`config.mk`:
```
export PLATFORM = sky130hd
export DESIGN_NAME = mips_mmio_responder_flat
export DESIGN_NICKNAME = d
export VERILOG_FILES = /design/src/rtl/mips_mmio_responder_if.sv /design/src/rtl/mips_mmio_responder.sv /design/src/flat_wrapper.sv
export SDC_FILE = /design/constraint.sdc
export NUM_CORES = 1
export LEC_CHECK = 0
export BUFFER_PORTS_ARGS = -buffer_cell sky130_fd_sc_hd__buf_2
export CAP_MARGIN = 25
export CORE_MARGIN = 2
export CORE_UTILIZATION = 40
export CTS_CLUSTER_DIAMETER = 120
export CTS_CLUSTER_SIZE = 24
export DETAILED_ROUTE_END_ITERATION = 7
export GPL_TIMING_DRIVEN = 1
export SLEW_MARGIN = 15
export SYNTH_ARGS = -nofsm -noshare
export SYNTH_HDL_FRONTEND = slang
export SYNTH_SLANG_ARGS = --single-unit
```
`constraint.sdc`:
```
create_clock -name clk -period 2.4 [get_ports clk]
set_clock_uncertainty 0.1 [all_clocks]
set_input_delay 0.36 -clock clk [delete_from_list [all_inputs] [get_ports clk]]
set_output_delay 0.36 -clock clk [all_outputs]
set_load 0.05 [all_outputs]
```
`src/rtl/mips_mmio_responder_if.sv`:
```
// Data-side load/store bus between the MIPS core and memory-mapped slaves.
// Combinational response: ReadData/Hit are valid in the same cycle as the request.
interface mips_mmio_responder_if;
    logic [31:0] Address;
    logic [31:0] WriteData;
    logic        MemWrite;
    logic        MemRead;
    logic [31:0] ReadData;
    logic        Hit;

    modport master (output Address, WriteData, MemWrite, MemRead,
                    input  ReadData, Hit);
    modport slave  (input  Address, WriteData, MemWrite, MemRead,
                    output ReadData, Hit);
endinterface

```
`src/rtl/mips_mmio_responder.sv`:
```
// MMIO slave beside DataMemory: output port, synchronized input port,
// reload down-counter timer, W1C event flags and a level interrupt.
module mips_mmio_responder #(
    parameter logic [31:0] BASE_ADDR = 32'h1001_0000,
    parameter int          IN_WIDTH  = 8
) (
    input  logic                  clk,
    input  logic                  reset,
    mips_mmio_responder_if.slave  bus,
    input  logic [IN_WIDTH-1:0]   PortIn,
    output logic [31:0]           PortOut,
    output logic                  Irq
);
    localparam logic [2:0] OFF_PORT_OUT = 3'd0;
    localparam logic [2:0] OFF_PORT_IN  = 3'd1;
    localparam logic [2:0] OFF_STATUS   = 3'd2;
    localparam logic [2:0] OFF_LOAD     = 3'd3;
    localparam logic [2:0] OFF_CTRL     = 3'd4;
    localparam logic [2:0] OFF_COUNT    = 3'd5;

    logic [31:0]         r_port_out;
    logic [IN_WIDTH-1:0] r_sync1, r_sync2, r_prev;
    logic                r_in_chg, r_tick;
    logic [31:0]         r_load;
    logic [2:0]          r_ctrl;
    logic [31:0]         r_count;

    logic [2:0]  w_off;
    logic        w_valid;
    logic        w_wr;
    logic        w_ten_rise;
    logic        w_tick_set;
    logic        w_chg_set;
    logic [1:0]  w_clr;
    logic [31:0] w_rdata;

    assign w_off   = bus.Address[4:2];
    assign w_valid = (bus.Address[31:5] == BASE_ADDR[31:5]) &&
                     (bus.Address[1:0] == 2'b00) && (w_off <= OFF_COUNT);
    assign bus.Hit = w_valid && (bus.MemRead || bus.MemWrite);
    assign w_wr    = bus.Hit && bus.MemWrite;

    always_comb begin
        w_rdata = 32'h0;
        case (w_off)
            OFF_PORT_OUT: w_rdata = r_port_out;
            OFF_PORT_IN:  w_rdata = 32'(r_sync2);
            OFF_STATUS:   w_rdata = {30'h0, r_tick, r_in_chg};
            OFF_LOAD:     w_rdata = r_load;
            OFF_CTRL:     w_rdata = {29'h0, r_ctrl};
            OFF_COUNT:    w_rdata = r_count;
            default:      w_rdata = 32'h0;
        endcase
    end
    assign bus.ReadData = bus.Hit ? w_rdata : 32'h0;

    // Hardware set is OR'd in after the clear mask, so a same-cycle set wins.
    assign w_clr      = (w_wr && w_off == OFF_STATUS) ? bus.WriteData[1:0] : 2'b00;
    assign w_chg_set  = (r_sync2 != r_prev);
    assign w_ten_rise = w_wr && (w_off == OFF_CTRL) && bus.WriteData[0] && !r_ctrl[0];
    assign w_tick_set = r_ctrl[0] && (r_count == 32'h0);

    always_ff @(posedge clk) begin
        if (reset) begin
            r_port_out <= 32'h0;
            r_sync1    <= '0;
            r_sync2    <= '0;
            r_prev     <= '0;
            r_in_chg   <= 1'b0;
            r_tick     <= 1'b0;
            r_load     <= 32'h0;
            r_ctrl     <= 3'h0;
            r_count    <= 32'h0;
        end else begin
            r_sync1 <= PortIn;
            r_sync2 <= r_sync1;
            r_prev  <= r_sync2;

            if (w_wr && w_off == OFF_PORT_OUT) r_port_out <= bus.WriteData;
            if (w_wr && w_off == OFF_LOAD)     r_load     <= bus.WriteData;
            if (w_wr && w_off == OFF_CTRL)     r_ctrl     <= bus.WriteData[2:0];

            r_in_chg <= w_chg_set  | (r_in_chg & ~w_clr[0]);
            r_tick   <= w_tick_set | (r_tick   & ~w_clr[1]);

            // Enabling the timer primes COUNT from LOAD; LOAD writes only land at reload.
            if (w_ten_rise)
                r_count <= r_load;
            else if (r_ctrl[0])
                r_count <= (r_count == 32'h0) ? r_load : r_count - 32'h1;
        end
    end

    assign PortOut = r_port_out;
    assign Irq     = (r_in_chg & r_ctrl[1]) | (r_tick & r_ctrl[2]);
endmodule

```
`src/flat_wrapper.sv`:
```
// flat-port wrapper written by rule: the top's interface ports become plain ports
module mips_mmio_responder_flat 
#(
    parameter logic [31:0] BASE_ADDR = 32'h1001_0000,
    parameter int          IN_WIDTH  = 8
)
  (clk, reset, PortIn, PortOut, Irq, bus_Address, bus_WriteData, bus_MemWrite, bus_MemRead, bus_ReadData, bus_Hit);
  mips_mmio_responder_if bus_i ();
  input  logic clk;
  input  logic reset;
  input  logic [IN_WIDTH-1:0] PortIn;
  output logic [31:0] PortOut;
  output logic Irq;
  input wire logic [$bits(bus_i.Address)-1:0] bus_Address;
  input wire logic [$bits(bus_i.WriteData)-1:0] bus_WriteData;
  input wire logic [$bits(bus_i.MemWrite)-1:0] bus_MemWrite;
  input wire logic [$bits(bus_i.MemRead)-1:0] bus_MemRead;
  output wire logic [$bits(bus_i.ReadData)-1:0] bus_ReadData;
  output wire logic [$bits(bus_i.Hit)-1:0] bus_Hit;
  assign bus_i.Address = bus_Address;
  assign bus_i.WriteData = bus_WriteData;
  assign bus_i.MemWrite = bus_MemWrite;
  assign bus_i.MemRead = bus_MemRead;
  assign bus_ReadData = bus_i.ReadData;
  assign bus_Hit = bus_i.Hit;
  mips_mmio_responder #(.BASE_ADDR(BASE_ADDR), .IN_WIDTH(IN_WIDTH)) u_core (.clk(clk), .reset(reset), .bus(bus_i), .PortIn(PortIn), .PortOut(PortOut), .Irq(Irq));
endmodule
```
==> run metrics, run 1 <==
crit-path max FO 14; area grow syn2layout 35.8%; synth warn 0; Pins Over Slew Limit 0; Crit path arrival time between 1.5 and 2 ns; wire length on met3 1.16 mm; cells along the critical path buf_2 > nor4b_1 > nand4_1 > or3_4 > buf_12 > nor2_2 > buf_4; IO buf count 141; WL final 19.4 mm; dominant synthesized flop cell dfxtp_1; post-DP HPWL between 10 and 15 mm; Pleak 3.34 nW; share of layout cells above drive strength 1 29.2%; sequential-to-total area share from yosys stat just under 40%; FMAX 432 MHz; Setup Crit Path Kind input pin to output port; # diodes 0; wl on met1 about 9.4 mm; ANT nets after route 0; post-synthesis cell count approximately 830; most frequent cells in the layout nand2_1 (147), a21oi_1 (131), dfxtp_1 (125), buf_2 (109), buf_4 (84); number of global-route vias before repair 6029; max layer used met4; global-route wire length before repair around 31 mm; drt pass-1 iters 5; CTS tree built; fin util a little under three fifths; Hold Crit Class input pin to flop; total clock sinks 125; Placer Congestion 0.862; initial antenna violation count 0; fin nets 1070; Power Dens Cells 568 mW/mm^2; root buf cell clkbuf_16; WP data required 1.94 ns; crit path capture type output port; Mapped Nets 905; Cell variety after synth 52; Post-synth EDFFs 0; Clock Latency Late Sink 0.42 ns; CTS Buffer Depth 2; total number of vias between 6000 and 7000; Vias/cell around 5.4; DIE AREA 0.0168 sq mm; H-tree depth 4; commonest non-fill, non-tap cell in the layout nand2_1; synthesized area per cell about 7.6 sq um; die height 129 microns; number of fill cells 1509; outcome finished clean; Finish-stage setup viols 0; final worst-path cycle share 96.4%; pin count of the biggest net entering global routing 56; worst-margin pin slew 0.541 ns; per-cell routed wire length 16.0 microns; Core Area 0.0153 sq mm; remaining global-route overflow 0; die width 129 microns; number of buffers created by CTS 17; FFs w/ async S/R, synth 0%; DP Cell Count roughly 1200; Largest stage delay, worst path 0.44 ns; total track usage between 20% and 30%; Yosys reg bits 125; max_slew headroom 63.8%; row count 45; initial drt markers 444; Power Total 4.86 mW; met2 WL around 8.6 mm; drt drc 0; max-cap violations 0; CP max-delay cell or3_4; initial core utilization between 40% and 50%; hold slack about 0.043 ns; RSZ-0062 raised after global routing false; VDD IR max 0.485 mV; Final Non-Filler Cells 1216; Netlist Area Pre-Place 0.00630 sq mm; crit path time final 2.31 ns; final hold vios 0; I/O Pins 142; CP Launch Type input pin; worst reg-to-reg setup slack 0.15 ns; clock-pin slew on the worst setup and hold paths 0.06 ns
## through the flow
stage / worst slack, ns / instance area (sq um) / TNS (ns)
detailed placement: -0.208 / 7850 / -12.23
global placement: -0.168 / 7850 / -10.23
CTS: 0.0177 / 8510 / 0
finish: 0.0858 / 8550 / 0
global route: 0.00533 / 8550 / 0
floorplan: -0.125 / 6480 / -1.29
## critical path: cells and delay by family
kind | cells | cell delay (ns)
buffers and inverters | 3 | 0.48
and+or+nand+nor | 4 | 0.98
## routing by layer
metal | up-vias | GRT usage (%)
met5 | - | 0
met1 | 3041 | 32.9
met2 | 214 | 37.2
met3 | 19 | 4.58
li1 | 3261 | -
met4 | 0 | 6.70
## cell families (layout without fill, tap and decap cells)
family / count (synthesis) / after routing / share of synthesized area (%)
AOI/OAI and AO/OA: 221 / 221 / 21.6
xor gates and xnor gates: 8 / 8 / 1.11
adders and majority gates: 2 / 2 / 0.397
buffers and inverters: 94 / 272 / 6.06
DFF: 125 / 125 / 39.7
muxes: 27 / 27 / 4.53
and+or+nand+nor: 350 / 350 / 26.5
## power breakdown
group | switching [mW] | leakage (nW) | internal (mW) | total, mW
logic | 0.142 | 2.04 | 0.102 | 0.244
clock network | 0.935 | 0.283 | 1.57 | 2.51
registers | 0.00938 | 1.01 | 2.09 | 2.10
total | 1.09 | 3.34 | 3.77 | 4.86
## layout make-up
class | count | area [sq um] | area share (%)
multi-input cells | 608 | 3640 | 42.6
clock buffers | 21 | 460 | 5.38
repair buffers | 208 | 1450 | 16.9
inverters | 32 | 120 | 1.40
well taps | 211 | 264 | 3.09
flip-flops and latches | 125 | 2500 | 29.3
clock inverters | 11 | 118 | 1.38
## repair_timing
action	4_1_cts	5_1_grt
pin swaps	0	3
hold buffers	0	0
endpoints found under the setup margin	33	25
resized for setup	33	8
setup buffers	0	1
## flip-flops by register name, indices dropped and copies added, names as in the netlist, 3 cells and up
name / count
u_core.PortOut: 32
u_core.r_sync2: 8
u_core.r_prev: 8
u_core.r_sync1: 8
u_core.r_ctrl: 3
u_core.r_load: 32
u_core.r_count: 32
## Yosys cell counts (3+ instances only)
library cell / instances / share of area, %
clkbuf_1: 51 / 3.0
a2111oi_2: 3 / 0.72
a31oi_1: 7 / 0.70
o32ai_1: 25 / 3.5
or3_1: 5 / 0.50
a22oi_1: 27 / 3.2
dfxtp_1: 125 / 40
a21oi_1: 131 / 10
a211oi_1: 4 / 0.48
nor4_1: 18 / 1.8
nor4b_1: 5 / 0.70
nor2b_1: 26 / 2.6
o21a_1: 4 / 0.48
inv_1: 31 / 1.8
o21ai_0: 10 / 0.79
nand4_1: 10 / 0.99
nor4_2: 5 / 0.99
mux2i_1: 24 / 3.8
nand2_1: 147 / 8.8
buf_1: 3 / 0.18
buf_4: 5 / 0.60
nor3_1: 14 / 1.1
xor2_1: 8 / 1.1
nand3_1: 18 / 1.4
nor2_1: 82 / 4.9
or4_1: 3 / 0.36
## worst paths after layout
check               startpoint                 end  cells past startpoint
max            bus_Address[30]     bus_ReadData[8]                      7
min                  PortIn[1]   u_core.r_sync1[1]                      2
max reg2reg  u_core.r_count[0]  u_core.r_count[30]                      8
min reg2reg  u_core.r_sync1[6]   u_core.r_sync2[6]                      1
No activity file was read; power rests on OpenSTA's default activity.
==> run 2, diff against run 1 <==
--- a/config.mk
+++ b/config.mk
@@ -8,11 +8,12 @@
 export BUFFER_PORTS_ARGS = -buffer_cell sky130_fd_sc_hd__buf_2
 export CAP_MARGIN = 25
 export CORE_MARGIN = 2
-export CORE_UTILIZATION = 40
+export CORE_UTILIZATION = 44
 export CTS_CLUSTER_DIAMETER = 120
 export CTS_CLUSTER_SIZE = 24
 export DETAILED_ROUTE_END_ITERATION = 7
 export GPL_TIMING_DRIVEN = 1
+export PLACE_DENSITY = 0.7
 export SLEW_MARGIN = 15
 export SYNTH_ARGS = -nofsm -noshare
 export SYNTH_HDL_FRONTEND = slang
==> run metrics, run 2 (synthesized netlist as in run 1, its figures left out) <==
# diodes 0; hold buffer count at CTS 0; final hold vios 0; clock share of power 54.3%; drt pass-1 iters 5; CTS tree built; max_slew headroom 65.0%; crit-path max FO 17; ANT nets after route 0; fin nets 1071; WL final 19.4 mm; post-DP HPWL between 10 and 15 mm; Power Dens Cells 597 mW/mm^2; total number of vias 6623; Placer Congestion 0.873; Int Pwr 4.02 mW; Setup Crit Path Kind input pin to output port; CP max-delay cell or3_4; FMAX 427 MHz; initial antenna violation count 0; DIE AREA 0.0153 sq mm; remaining global-route overflow 0; total clock sinks 125; Core Area 0.0139 sq mm; VDD IR max 0.436 mV; per-cell routed wire length about 16 microns; outcome finished clean; area grow syn2layout 36.2%; most frequent cells in the layout nand2_1 (147), a21oi_1 (131), dfxtp_1 (125), buf_2 (108), buf_4 (86); global-route wire length before repair 30.8 mm; I/O Pins 142; final worst-path cycle share 97.5%; die height 124 microns; die width 124 microns; initial drt markers 473; crit path time final 2.34 ns; share of layout cells above drive strength 1 a little under 30%; Largest stage delay, worst path around 0.40 ns; number of buffers created by CTS 17; DP Cell Count 1150; sw frac a little over a fifth; Bufs and invs on worst path 3; switching power of the nets 1.10 mW; Pleak 3.38 nW; crit path capture type output port; worst-margin pin slew 0.520 ns; commonest non-fill, non-tap cell in the layout nand2_1; pin count of the biggest net entering global routing 57; Reg power frac a little over 40%; Comb power frac 4.6%; Final Non-Filler Cells 1186; drt drc 0; CTS Buffer Depth 2; Finish-stage setup viols 0; row count 43; Pins Over Slew Limit 0; CP Launch Type input pin; Hold Crit Class input pin to flop; clock-pin slew on the worst setup and hold paths 0.05 ns; Crit path arrival time 1.88 ns; max-cap violations 0; WP data required 1.94 ns; setup TNS 0 ns; initial core utilization a little under half; Clock Latency Late Sink 0.43 ns; number of global-route vias before repair 6255; cell family with most CP delay simple AND/OR/NAND/NOR gates; root buf cell clkbuf_16; Vias/cell 5.58; H-tree depth 4; total track usage 25.6%; IO buf count 141; cells along the critical path buf_2 > nor4_2 > nand4_1 > or3_4 > buf_12 > nor2_4 > buf_4
==> run 2: cell types whose count changed in the layout (fill, tap and decap cells not counted), moves of 2 or more <==
cell,delta
buf_12,-6
buf_4,+2
buf_6,+5
bufinv_16,+3
clkbuf_8,-2
clkinvlp_4,-2
nor4_2,-2
nor4_4,+2
nor4b_1,-2
==> run 2: power groups by stage <==
stage,clock network [mW],registers (mW),logic [mW]
finish,2.78,2.10,0.237
global route,2.89,2.10,0.257
CTS,2.80,2.10,0.226
detailed placement,0,2.15,0.223
global placement,0,2.15,0.222
floorplan,0,2.14,0.106
==> run 2: metal layers <==
metal	vias up	part of all wire (%)	track usage (%)
met5	-	0	0
met4	0	1.4	9.09
met3	24	6.8	4.30
met2	256	47	41.9
met1	3083	44	34.1
li1	3260	-	-
==> run 2: worst reg2reg max path: cells and delay by family, from the launching register on <==
family                     cells  cell delay (ns)
and+or+nand+nor                4             1.09
adders and majority gates      1             0.25
DFF                            1             0.30
AOI/OAI and AO/OA              2             0.24
buffers and inverters          1             0.13
==> run 2: repair_timing <==
action / 4_1_cts / 5_1_grt
gates cloned: 0 / 0
pin swaps: 0 / 3
endpoints found under the setup margin: 33 / 58
gates resized for setup: 34 / 23
setup buffers: 0 / 4
==> run 2: final timing paths <==
path              slack [ns]         startpoint                  to  cells past startpoint
hold reg to reg         0.33  u_core.r_sync1[2]   u_core.r_sync2[2]                      1
hold / removal          0.05          PortIn[0]   u_core.r_sync1[0]                      2
setup / recovery        0.06     bus_Address[5]    bus_ReadData[18]                      7
setup reg to reg        0.16  u_core.r_count[0]  u_core.r_count[30]                      8
==> run 2: final cells by class <==
class	count	area (sq um)
multi-input cells	608	3690
well taps	180	225
inverters	32	120
clock inverters	12	193
fillers	1258	5360
flip-flops and latches	125	2500
repair buffers	209	1410
clock buffers	20	437
==> run 2: through the flow <==
| stage | cell area (sq um) | power, mW | hold slack (ns) | utilization, % | worst slack [ns] |
|---|---|---|---|---|---|
| floorplan | 6480 | 2.25 | 0.314 | - | -0.125 |
| global placement | 7720 | 2.37 | 0.320 | 55.4 | -0.249 |
| detailed placement | 7720 | 2.37 | 0.324 | 55.4 | -0.288 |
| CTS | 8440 | 5.13 | 0.0411 | 60.6 | 0.00829 |
| global route | 8580 | 5.25 | 0.0590 | 61.5 | -0.0194 |
| finish | 8580 | 5.12 | 0.0468 | 61.5 | 0.0605 |
==> run 3, diff against run 2 <==
--- a/config.mk
+++ b/config.mk
@@ -13,7 +13,8 @@
 export CTS_CLUSTER_SIZE = 24
 export DETAILED_ROUTE_END_ITERATION = 7
 export GPL_TIMING_DRIVEN = 1
-export PLACE_DENSITY = 0.7
+export PLACE_DENSITY = 0.67
+export SETUP_SLACK_MARGIN = 0.05
 export SLEW_MARGIN = 15
 export SYNTH_ARGS = -nofsm -noshare
 export SYNTH_HDL_FRONTEND = slang
==> constraint.sdc (replaced) <==
create_clock -name clk -period 2.85 [get_ports clk]
set_clock_uncertainty 0.1 [all_clocks]
set_input_delay 0.4275 -clock clk [delete_from_list [all_inputs] [get_ports clk]]
set_output_delay 0.4275 -clock clk [all_outputs]
set_load 0.05 [all_outputs]
==> run metrics, run 3 (synthesized netlist as in run 1, its figures left out) <==
row count between 40 and 50; most frequent cells in the layout nand2_1 (147), buf_2 (133), a21oi_1 (131), dfxtp_1 (125), nor2_1 (62); number of buffers created by CTS 17; Finish-stage setup viols 0; Comb power frac ~4.6%; root buf cell clkbuf_16; ANT nets after route 0; share of layout cells above drive strength 1 25.3%; worst-margin pin slew 0.725 ns; WP data required 2.32 ns; outcome finished clean; clock-pin slew on the worst setup and hold paths approximately 0.050 ns; total clock sinks roughly 130; hold slack around 0.12 ns; Int Pwr 3.20 mW; area grow syn2layout 26.2%; drt pass-1 iters 5; per-cell routed wire length 16.2 microns; DIE AREA 0.0153 sq mm; Crit path arrival time 2.16 ns; initial core utilization 45.2%; IO buf count 141; post-DP HPWL 12.9 mm; Hold Crit Class input pin to flop; H-tree depth 4; CP Launch Type input pin; global-route wire length before repair 30.1 mm; VDD IR max slightly below 0.4 mV; WL final 18.8 mm; Pleak 3.14 nW; CTS Buffer Depth 2; Power Dens Cells 513 mW/mm^2; crit path time final 2.69 ns; Core Area roughly 0.014 sq mm; Placer Congestion approximately 0.89; I/O Pins around 140; total track usage between 20% and 30%; Clock Latency Late Sink 0.42 ns; DP Area 0.00733 sq mm; pin count of the biggest net entering global routing 84; final hold vios 0; CTS tree built; sw frac 21.5%; Reg power frac between 40 and 50%; fin area about 0.008 sq mm; fin nets 1042; Hold Path Stages 2; FMAX 372 MHz; R2R depth 8; Power Total 4.08 mW; setup TNS 0 ns; max_slew headroom 51.5%; Reg2Reg Launch Point u_core.r_count[0]; commonest non-fill, non-tap cell in the layout nand2_1; Final Non-Filler Cells 1155; crit-path max FO 17; worst reg-to-reg setup slack 0.36 ns; drt drc 0; final worst-path cycle share around 94%; Vias/cell 5.63; number of fill cells approximately 1400; total number of vias 6497; hold path start PortIn[6]; max-cap violations 0; die height 124 microns; DP Cell Count 1122; clock share of power 51.9%; switching power of the nets 877 uW; RSZ-0062 raised after global routing false; number of global-route vias before repair about 5800; WHS Endpoint u_core.r_sync1[6]; Pins Over Slew Limit 0; remaining global-route overflow 0; crit path capture type output port; Setup Crit Path Kind input pin to output port; initial drt markers 488; die width 124 microns; # diodes 0; initial antenna violation count 0; Worst R2R End u_core.r_count[26]
==> run 3: changes by cell type in the layout (fill, tap and decap cells not counted), moves of 4 or more <==
cell	previous run	this run
buf_4	86	39
buf_2	108	133
nor2_4	22	1
nor2_1	51	62
nor2_2	10	20
buf_6	7	0
clkbuf_4	1	6
buf_12	6	2
clkbuf_8	0	4
==> run 3: critical path, stage by stage <==
cell,delay (ns)
buf_2,0.11
a211oi_1,0.28
o21ai_0,0.17
or3_2,0.54
buf_4,0.25
nor2_2,0.13
buf_2,0.26
==> run 3: layer usage <==
metal  track usage [%]  share of wire (%)
met1              35.7                 46
met2              39.0                 45
met3              5.59                7.1
met4              5.82                1.1
met5                 0                  0
==> run 3: metrics by stage <==
stage | util, % | setup WS (ns)
after CTS | 56.7 | 0.0937
after detailed placement | 52.6 | 0.0960
final | 57.0 | 0.159
after floorplan | - | 0.0543
after global placement | 52.6 | 0.163
after global routing | 57.0 | 0.0644
==> run 3: how the worst max path moves through the flow <==
stage / end / slack (ns) / depth (start not counted) / start
floorplan: bus_ReadData[7] / 0.05 / 6 / bus_Address[2]
global placement: bus_ReadData[31] / 0.16 / 7 / bus_Address[19]
detailed placement: bus_ReadData[21] / 0.1 / 7 / bus_Address[19]
CTS: bus_ReadData[31] / 0.09 / 7 / bus_Address[19]
global route: bus_ReadData[10] / 0.06 / 7 / bus_Address[30]
finish: bus_ReadData[29] / 0.16 / 7 / bus_Address[3]
==> run 3: cell type report <==
| type | count | area (sq um) | area share [%] |
|---|---|---|---|
| clock buffer | 23 | 488 | 6.14 |
| sequential | 125 | 2500 | 31.5 |
| tap | 180 | 225 | 2.83 |
| multi-input combinational | 608 | 3480 | 43.8 |
| inverter | 32 | 120 | 1.51 |
| timing repair buffer | 180 | 1040 | 13.1 |
| clock inverter | 7 | 87.6 | 1.10 |
==> run 3: power by group through the flow <==
stage	Sequential, mW	Clock [mW]	Combinational, mW
finish	1.77	2.12	0.187
global placement	1.81	0	0.185
CTS	1.77	2.14	0.187
global route	1.77	2.22	0.207
floorplan	1.81	0	0.0889
detailed placement	1.81	0	0.185
==> run 3: repair_timing <==
action | CTS | global route
endpoints found under the setup margin | 0 | 32
hold buffers | 0 | 0
resized for setup | 0 | 9
setup buffers | 0 | 3
